===== config.mk =====
export PLATFORM = sky130hd
export DESIGN_NAME = fetch_decode_stage
export DESIGN_NICKNAME = d
export VERILOG_FILES = /design/src/rtl/core_pkg.sv /design/src/rtl/fetch_decode_stage_hazard_detect.sv /design/src/rtl/fetch_decode_stage.sv
export SDC_FILE = /design/constraint.sdc
export NUM_CORES = 1
export LEC_CHECK = 0
export BUFFER_PORTS_ARGS = -buffer_cell sky130_fd_sc_hd__buf_2
export CAP_MARGIN = 5
export CORE_ASPECT_RATIO = 0.6
export CORE_MARGIN = 4
export CORE_UTILIZATION = 44
export DETAILED_ROUTE_END_ITERATION = 12
export GPL_TIMING_DRIVEN = 0
export PLACE_DENSITY = 0.77
export SLEW_MARGIN = 0
export SYNTH_ARGS = -nofsm -noshare
export SYNTH_HDL_FRONTEND = slang
export SYNTH_HIERARCHICAL = 1
export SYNTH_SLANG_ARGS = --single-unit

===== constraint.sdc =====
create_clock -name clk -period 3.15 [get_ports clk]
set_clock_uncertainty 0.1 [all_clocks]
set_input_delay 0.7875 -clock clk [delete_from_list [all_inputs] [get_ports clk]]
set_output_delay 0.7875 -clock clk [all_outputs]
set_load 0.02 [all_outputs]

===== src/rtl/core_pkg.sv =====
// Shared definitions for the core front end: opcode/func encodings,
// instruction field bit positions and the NOP word.
package core_pkg;

  typedef enum logic [1:0] {
    OP_ALU = 2'b00,
    OP_LDR = 2'b01,
    OP_STR = 2'b10,
    OP_B   = 2'b11
  } opcode_t;

  typedef enum logic [3:0] {
    F_ADD = 4'b0000,
    F_SUB = 4'b0001,
    F_AND = 4'b0010,
    F_ORR = 4'b0011,
    F_EOR = 4'b0100,
    F_MOV = 4'b0101,
    F_MVN = 4'b0110,
    F_LSL = 4'b0111,
    F_LSR = 4'b1000,
    F_CMP = 4'b1001
  } func_t;

  // Instruction field bit positions
  localparam int unsigned OP_HI    = 31;
  localparam int unsigned OP_LO    = 30;
  localparam int unsigned INMED_B  = 29;
  localparam int unsigned FUNC_HI  = 28;
  localparam int unsigned FUNC_LO  = 25;
  localparam int unsigned RD_HI    = 24;
  localparam int unsigned RD_LO    = 21;
  localparam int unsigned RN_HI    = 20;
  localparam int unsigned RN_LO    = 17;
  localparam int unsigned RM_HI    = 16;
  localparam int unsigned RM_LO    = 13;
  localparam int unsigned IMM_HI   = 16;
  localparam int unsigned BOFF_HI  = 24;

  localparam logic [31:0] NOP_WORD = 32'h0000_0000;

endpackage


===== src/rtl/fetch_decode_stage_hazard_detect.sv =====
// Load-use hazard detection: flags when the load in execute writes a
// register that the decode-stage instruction reads.
module hazard_detect
  import core_pkg::*;
#(
  parameter int unsigned RA_W = 4
) (
  input  logic [1:0]      op,
  input  logic            inmed,
  input  logic [RA_W-1:0] rd,
  input  logic [RA_W-1:0] rn,
  input  logic [RA_W-1:0] rm,
  input  logic            valid_d,
  input  logic            memtoreg_e,
  input  logic [RA_W-1:0] rd_e,
  input  logic            valid_e,
  output logic            hz
);

  logic src_match;

  // Match rd_e against the registers this opcode actually reads
  always_comb begin
    src_match = 1'b0;
    case (op)
      OP_ALU, OP_LDR: src_match = (rd_e == rn) | (~inmed & (rd_e == rm));
      OP_STR:         src_match = (rd_e == rn) | (rd_e == rd);
      default:        src_match = 1'b0;
    endcase
    hz = valid_d & valid_e & memtoreg_e & src_match;
  end

endmodule


===== src/rtl/fetch_decode_stage.sv =====
// Core front end: PC register, IF/ID pipeline register, field extraction,
// immediate generation and load-use stall control.
module fetch_decode_stage
  import core_pkg::*;
#(
  parameter int unsigned PC_W     = 32,
  parameter logic [PC_W-1:0] RESET_PC = 32'h0000_0000,
  parameter int unsigned RA_W     = 4
) (
  input  logic            clk,
  input  logic            rst,
  output logic [PC_W-1:0] imem_addr,
  input  logic [PC_W-1:0] imem_rdata,
  input  logic            stall_ext,
  input  logic            branch_taken_e,
  input  logic [PC_W-1:0] branch_target_e,
  input  logic            memtoreg_e,
  input  logic [RA_W-1:0] rd_e,
  input  logic            valid_e,
  output logic [PC_W-1:0] pc_d,
  output logic            valid_d,
  output logic [1:0]      Op,
  output logic            Inmed,
  output logic [3:0]      func,
  output logic [RA_W-1:0] rd_d,
  output logic [RA_W-1:0] rn_d,
  output logic [RA_W-1:0] rm_d,
  output logic [PC_W-1:0] imm_d,
  output logic            bubble_e
);

  logic [PC_W-1:0] pc_f;
  logic [PC_W-1:0] instr_d;
  logic [PC_W-1:0] instr;
  logic [PC_W-1:0] redirect;
  logic            hz;

  assign imem_addr = pc_f;
  assign redirect  = branch_target_e & ~PC_W'(3);

  // PC and IF/ID register: redirect beats any stall, stall holds everything
  always_ff @(posedge clk or posedge rst) begin
    if (rst) begin
      pc_f    <= RESET_PC;
      instr_d <= PC_W'(NOP_WORD);
      pc_d    <= '0;
      valid_d <= 1'b0;
    end else if (branch_taken_e) begin
      pc_f    <= redirect;
      instr_d <= PC_W'(NOP_WORD);
      valid_d <= 1'b0;
    end else if (!(stall_ext | hz)) begin
      pc_f    <= pc_f + PC_W'(4);
      instr_d <= imem_rdata;
      pc_d    <= pc_f;
      valid_d <= 1'b1;
    end
  end

  // Empty decode slot decodes as all-zero fields
  always_comb begin
    instr = valid_d ? instr_d : PC_W'(NOP_WORD);
    Op    = instr[OP_HI:OP_LO];
    Inmed = instr[INMED_B];
    func  = instr[FUNC_HI:FUNC_LO];
    rd_d  = instr[RD_HI:RD_LO];
    rn_d  = instr[RN_HI:RN_LO];
    rm_d  = instr[RM_HI:RM_LO];
  end

  // Immediate: 17-bit signed for data ops, 25-bit word offset for branches
  always_comb begin
    imm_d = PC_W'($signed(instr[IMM_HI:0]));
    if (Op == OP_B)
      imm_d = PC_W'($signed({instr[BOFF_HI:0], 2'b00}));
  end

  hazard_detect #(
    .RA_W(RA_W)
  ) u_hazard (
    .op        (Op),
    .inmed     (Inmed),
    .rd        (rd_d),
    .rn        (rn_d),
    .rm        (rm_d),
    .valid_d   (valid_d),
    .memtoreg_e(memtoreg_e),
    .rd_e      (rd_e),
    .valid_e   (valid_e),
    .hz        (hz)
  );

  // A taken branch flushes decode, so no bubble is needed behind it
  always_comb begin
    bubble_e = hz & ~branch_taken_e;
  end

endmodule


# Word level (Yosys, flattened, before mapping)
# Index checks and enable logic that the tools add are counted.
# classes
muxes,9
n_eq_ne,7
reduce_logical,3
add_sub_neg,1
n_bitwise,11
# op_table
op,n
two-way mux 32 bit,6
adder 32 x 3 -> 32 bit (second input constant),1
== test 4 bit,3
AND 1 bit,5
== test 2 bit (second input constant),2
NOT 1 bit,3
bitwise OR 1 bit,3
== test 2 x 1 -> 1 bit (second input constant),1
logical NOT 2 bit,1
two-way mux 1 bit,2
inequality test 2 bit (second input constant),1
one-hot mux 1 bit (2 select lines),1
AND reduction 2 bit,1
OR reduction 2 bit,1
# totals
out_inout_bits,117
inputBits,74
wordCells,35
ff_bits,97

# Depth between registers and ports, before layout
# Gate-level depths: netlist of run 1.
# logic_depth
depth_word,9
ltp_mapped,13
depth_no_buf,9

# Modules after synthesis
# The synthesis of run 1 kept the hierarchy.
# modules_own_cells
mod,area_per_inst_um2,instances,seq_area_each_um2,cells_each
fetch_decode_stage,4621.9,1,2327.2,502
hazard_detect,156.4,1,0.0,21

# Least setup slack after synthesis of run 1
# OpenSTA, ideal clock, no wires.
# synth_path
path_kind,reg2reg
startpoint,reg valid_d
endpoint,"reg pc_f[24], in the netlist imem_addr[24]"
stages_incl_launch_ff,13
path_slack_ns,-0.349
path_buffers,3
setup_ns,0.082
period_less_slack_ns,3.499
arrival_ns,3.317
required_time_ns,2.968
path_cell_list,dfrtp_1 > clkbuf_1 > and2_1 > xor2_1 > nor3_1 > nand4_1 > a31oi_1 > or3b_1 > buf_2 > or4_1 > buf_2 > or4_1 > a31oi_1
# synth_via
elab_chain_len,8
elab_cells_between_ends,18
cone_classes,eq/ne: 6; mux: 2; bitwise: 8; reduce/logical: 2
# synth_lines
element,line_no,rtl
"start, declared",fetch_decode_stage.sv:21,"output logic valid_d,"
"start signal, assigned",fetch_decode_stage.sv:47,valid_d <= 1'b0;
"start signal, assigned",fetch_decode_stage.sv:51,valid_d <= 1'b0;
"start signal, assigned",fetch_decode_stage.sv:56,valid_d <= 1'b1;
two-way mux 32 bit,fetch_decode_stage.sv:62,instr = valid_d ? instr_d : PC_W'(NOP_WORD);
via rm_d[2],fetch_decode_stage.sv:27,"output logic [RA_W-1:0] rm_d,"
== test 4 bit,fetch_decode_stage_hazard_detect.sv:26,"OP_ALU, OP_LDR: src_match = (rd_e == rn) | (~inmed & (rd_e == rm));"
AND 1 bit,fetch_decode_stage_hazard_detect.sv:26,
bitwise OR 1 bit,fetch_decode_stage_hazard_detect.sv:26,
one-hot mux 1 bit (2 select lines),fetch_decode_stage_hazard_detect.sv:25,case (op)
AND 1 bit,fetch_decode_stage_hazard_detect.sv:30,hz = valid_d & valid_e & memtoreg_e & src_match;
via hz,fetch_decode_stage.sv:36,logic hz;
bitwise OR 1 bit,fetch_decode_stage.sv:52,end else if (!(stall_ext | hz)) begin
inequality test 2 bit (no line),n/a,
"end signal, assigned",fetch_decode_stage.sv:49,pc_f <= redirect;
"end signal, assigned",fetch_decode_stage.sv:53,pc_f <= pc_f + PC_W'(4);
"end, declared",fetch_decode_stage.sv:32,logic [PC_W-1:0] pc_f;
# The timed path passes the listed nets, and every way through them passes these cells.
# A chain may end at the register's enable or synchronous reset.

# Worst setup path after layout of run 1
# layout_path
startpoint,reg valid_d
endpoint,"reg pc_f[16], in the netlist imem_addr[16]"
# layout_via
elab_chain_len,8
elab_cells_between_ends,18
cone_classes,eq/ne: 6; mux: 2; bitwise: 8; reduce/logical: 2
# layout_lines
element,line_no
two-way mux 32 bit,fetch_decode_stage.sv:62
== test 4 bit or NOT 1 bit (tied branches),fetch_decode_stage_hazard_detect.sv:26
AND 1 bit,fetch_decode_stage_hazard_detect.sv:26
bitwise OR 1 bit,fetch_decode_stage_hazard_detect.sv:26
one-hot mux 1 bit (2 select lines),fetch_decode_stage_hazard_detect.sv:25
AND 1 bit *,fetch_decode_stage_hazard_detect.sv:30
via hz,fetch_decode_stage.sv:36
bitwise OR 1 bit *,fetch_decode_stage.sv:52
inequality test 2 bit (no line) *,n/a
# Mark *: on every way through the listed nets, which the timed path passes. The rest lies on a longest branch.

==> impl_results.md, run 1 <==
* Leakage power total at 0.003158 uW
* Outcome: finished with violations
* Final #Nets at 805
* CP Launch Type: flop
* Minimum clock period at 3.201 ns
* Vias in the first global route at 4560
* Yosys warns at 6
* GRT overflow at 0
* Synth unique cells at 40
* Port Buffers at 183
* Hold Buf Count CTS at 0
* Type of the worst setup path: flop to flop
* Final Util at 61.80%
* Most frequent cells in the layout: 183 x buf_2, 119 x nand2_1, 92 x dfrtp_1
* Final setup violation count at 5
* Synth Instances at 523
* Via count at 4818
* Slew @ Worst Pin at 0.6543 ns
* Antenna Cells at 0
* CTS tree: done
* First-pass GRT wire length at 23870 um
* Final Hold Vio Count at 0
* Boundary Pins at 191
* Post-detail-place hpwl at 11340 um
* #FFs+latches synth at 93
* Final Max Tran Viols at 0
* Clock Sinks at 93
* Rows at 29
* Mean area per synthesized cell at 9.136 um2
* Max cap viols at 0
* PwrDens at 515.8 nW/um2
* Post-synth ARST share at 100.0%
* RSZ-0062 raised after global routing: yes
* Vias/cell at 5.513
* DRC violations left at 0
* Most common cell after layout, fill and taps aside: buf_2
* Synth area leaders: dfrtp_1 49%, nand2_1 9.3%, mux2_2 7.1%
* H-tree depth at 3
* Worst vdd ir at 0.3309 mV
* Fill count at 908
* Routed wire length at 15550 um
* Slew headroom at 56.22%
* ANT nets after route at 0
* Failing checks: setup timing
* GP Congestion at 0.9095
* Later-pin clock latency in the skew report at 0.34 ns
* CTS buffer count at 9
* Die height at 88.72 um
* Period utilization at 101.6%
* Worst Path Arrival at 3.36 ns
* Initial antenna violation count at 0
* Die W at 142.5 um
* CTS clk-pin slew, worst paths at 0.07 ns
* Synth top area share at 48.70%
* CTS Buffer Depth at 2
* Synth Cell Area at 4778 um2
* Post-synth EDFFs at 0
* CP endpoint kind: flop
* Core area at 10600 um2
* Layout Cells excl Fill at 874
* Synth area leader: dfrtp_1
* Register area share after synthesis at 48.70%
* Hold WS at 0.3074 ns
* Area grow syn2layout at 37.03%
* Hold/Removal Path Class: input port to asynchronous set/reset pin
* Placed cell count at 850
* Layout cells sized above 1 at 39.32%
* CTS root buf: clkbuf_16
* Final WS setup at -0.05150 ns
* Initial Utilization at 45.10%
* Highest Clock Rate at 312.4 MHz
* Largest net degree at the start of global routing at 43
* Die area at 12650 um2
* Critical path peak fanout at 8
* Required time worst endpoint at 3.30 ns
* WL/cell at 17.80 um
* Pre-CTS WS at -0.4166 ns
* 1st-iter DRT viols at 424
* Drt first pass iters at 5
* Aggregate global-route resource usage at 23.84%
* Top_reg_cell synth: dfrtp_1
worst max-delay path, stage by stage (launching register included):
cell and delay [ns]:
dfrtp_2 0.49, buf_8 0.16, and2_4 0.15, and2b_1 0.23
nor3_2 0.05, nand4_1 0.13, a31oi_4 0.13, or3b_4 0.40
or4_4 0.47, buf_8 0.18, buf_8 0.13, or3_1 0.30
a31oi_1 0.19
per-layer routing:
metal | GRT usage [%] | up-vias | share of wire, %
li1 | - | 2217 | -
met1 | 35.44 | 2341 | 46
met2 | 34.54 | 239 | 44
met3 | 6.210 | 21 | 8.2
met4 | 6.557 | 0 | 1.1
met5 | 0 | - | 0
where the power goes:
group          switching (uW)  internal (uW)
Clock                     478            723
Sequential                124           1330
Combinational             434            290
Total                    1040           2340
worst paths after layout:
check | depth (start not counted) | slack [ns] | startpoint | endpoint
min reg2reg | 1 | 0.40 | pc_d[12] | pc_d[12]
min | 2 | 0.31 | rst | pc_d[7]
max | 12 | -0.05 | valid_d | imem_addr[16]
min in group clk | 1 | 0.40 | pc_d[12] | pc_d[12]
max reg2reg | 12 | -0.05 | valid_d | imem_addr[16]
max in group asynchronous | 3 | 2.12 | rst | pc_d[23]
cell families after synthesis:
kind of cell,after synthesis,share of synthesized area (%)
xor gates and xnor gates,22,4.033
AOI/OAI and AO/OA,102,12.49
buffers and inverters,52,4.949
adders and majority gates,1,0.2618
other,1,0.07848
DFF,93,48.70
muxes,31,7.279
and+or+nand+nor,221,22.21
final cells by class:
type                       count  area, um2  area share [%]
tap                          139      173.9           2.656
clock inverter                 6      91.34           1.395
buffer                        43      267.8           4.089
clock buffer                  10      239.0           3.650
sequential                    93       2328           35.56
multi-input combinational    382       2360           36.04
timing repair buffer         195       1061           16.20
inverter                       6      26.28          0.4013
sequential cells by signal, indices dropped and copies added, names as in the netlist:
signal     flops
imem_addr     30
valid_d        1
instr_d       32
pc_d          30
what timing repair did:
item                                    CTS  global route
cloned                                    3             1
resized for setup                        16            32
endpoints found under the setup margin   55            47
pin swaps                                 8            10
setup buffers                             4             3
synth_stat cells (all sizes together) (4+ instances only):
library cell	instances
a21o	10
inv	5
o21ai	26
or4	16
a31oi	18
xnor2	15
nor3	4
a21oi	33
xor2	7
nor2	22
o31ai	13
and3	4
clkbuf	30
and2	19
dfrtp	93
buf	16
nand3	9
nand4	10
nand2	119
mux2	30
stage by stage:
step	area (um2)	power, uW	setup TNS [ns]
2_1_floorplan	4850	1883	-0.06671
3_3_place_gp	5939	2139	-6.984
3_5_place_dp	5979	2170	-8.629
4_1_cts	6426	3380	-0.5407
5_1_grt	6548	3527	-1.609
6_report	6548	3377	-0.1101
Power figures use the tool's default switching activity.
==> run 2, diff against run 1 <==
- GPL_TIMING_DRIVEN: 0 -> unset
==> impl_results.md, run 2 (synthesis gave the netlist of run 1 again) <==
* Worst path cell trace: buf_4 > and2_4 > xor2_1 > nor3_1 > nand3_1 > a31oi_4 > and4bb_4 > or4b_4 > buf_12 > or4_1 > a31oi_1
* Core area at 10600 um2
* GRT overflow at 0
* Most common cell after layout, fill and taps aside: buf_2
* GP Congestion at 0.8327
* Slew headroom at 28.53%
* ANT nets after route at 0
* Layout cells sized above 1 at 39.13%
* Multi-input logic area at 2285 um2
* CTS root buf: clkbuf_16
* H-tree depth at 3
* Critical Path Max Stage Delay at 0.49 ns
* Slowest cell on the critical path: or4b_4
* Via count at 4588
* Critical path peak fanout at 14
* Pre-CTS WS at -0.2120 ns
* Die area at 12650 um2
* 1st-iter DRT viols at 316
* CTS buffer count at 9
* Max cap viols at 0
* Tot Pwr at 3216 uW
* Type of the worst setup path: flop to flop
* Vias/cell at 5.385
* CTS tree: done
* Period utilization at 97.98%
* Vias in the first global route at 4326
* Minimum clock period at 3.086 ns
* Register with the most flip-flops: instr_d
* Required time worst endpoint at 3.31 ns
* Final setup violation count at 0
* Antenna Cells at 0
* Rows at 29
* Reg area at 2328 um2
* Final #Nets at 783
* Later-pin clock latency in the skew report at 0.34 ns
* Boundary Pins at 191
* Final Max Tran Viols at 0
* CP Launch Type: flop
* Outcome: completed
* CTS clk-pin slew, worst paths at 0.06 ns
* Clock Sinks at 93
* Post-detail-place hpwl at 9767 um
* Leakage power total at 0.003098 uW
* Largest net degree at the start of global routing at 94
* Aggregate global-route resource usage at 20.86%
* Initial antenna violation count at 0
* Setup TNS at 0 ns
* Highest Clock Rate at 324.0 MHz
* Worst vdd ir at 0.2803 mV
* Drt first pass iters at 5
* WL/cell at 15.93 um
* Routed wire length at 13570 um
* RSZ-0062 raised after global routing: yes
* Initial Utilization at 45.10%
* DRC violations left at 0
* Most frequent cells in the layout: 183 x buf_2, 119 x nand2_1, 92 x dfrtp_1
* Worst Path Arrival at 3.24 ns
* Slew @ Worst Pin at 1.071 ns
* Max reg flops at 32
* Final Util at 59.84%
* Area grow syn2layout at 32.68%
* CP endpoint kind: flop
* Die W at 142.5 um
* Port Buffers at 184
* Hold/Removal Path Class: flop to flop
* Die height at 88.72 um
* Fill count at 920
* Final WS setup at 0.06371 ns
* Hold WS at 0.3994 ns
* CTS Buffer Depth at 2
* PwrDens at 507.3 nW/um2
* First-pass GRT wire length at 21250 um
* Final Hold Vio Count at 0
## run 2: cell types whose count changed in the layout (fill, tap and decap cells not counted), sizes merged
| cell | delta |
|---|---|
| buf | +4 |
| clkinv | +1 |
| inv | +1 |
| clkbuf | -26 |
| or4b | -1 |
| bufinv | -1 |
## run 2: worst max-delay path: cells and delay by family, from the launching register on
family | cells | cell delay [ns]
and+or+nand+nor | 6 | 1.70
DFF | 1 | 0.45
buffers and inverters | 2 | 0.32
AOI/OAI and AO/OA | 2 | 0.29
xor gates and xnor gates | 1 | 0.14
## run 2: cell type report
class	instances	area share (%)
tap	139	2.743
timing repair buffer	217	19.40
clock buffer	9	3.552
inverter	6	0.4144
multi-input combinational	381	36.04
clock inverter	7	1.125
sequential	93	36.73
## run 2: timing repair
action | 4_1_cts | 5_1_grt
resized for setup | 2 | 14
cloned | 0 | 1
setup buffers | 3 | 3
setup endpoints to repair | 10 | 14
hold buffers | 0 | 0
pin swaps | 0 | 8
endpoints found under the hold margin | 0 | 0
## run 2: routing by layer
layer | vias to the layer above | global-route usage [%] | wire, um
met5 | - | 0 | 0
met4 | 0 | 6.212 | 102
met3 | 12 | 4.914 | 894
met2 | 179 | 31.09 | 6194
met1 | 2221 | 30.43 | 6382
li1 | 2176 | - | -
## run 2: path summary, 6_finish.rpt
path	from	slack (ns)	cells past startpoint	to
max	valid_d	0.06	11	imem_addr[23]
max reg2reg	valid_d	0.06	11	imem_addr[23]
min in group asynchronous	rst	0.49	3	pc_d[7]
min	pc_d[25]	0.40	1	pc_d[25]
min reg2reg	pc_d[25]	0.40	1	pc_d[25]
max in group asynchronous	rst	2.08	3	imem_addr[20]
## run 2: per-stage QoR
stage	area (um2)	cells
3_5_place_dp	5912	829
3_3_place_gp	5912	829
4_1_cts	6243	848
6_report	6340	852
2_1_floorplan	4850	526
5_1_grt	6340	852
## run 2: power breakdown
group / switching, uW / internal (uW) / leakage [uW]
logic: 418 / 276 / 0.00181
registers: 116 / 1330 / 0.00113
clock network: 458 / 619 / 0.000150
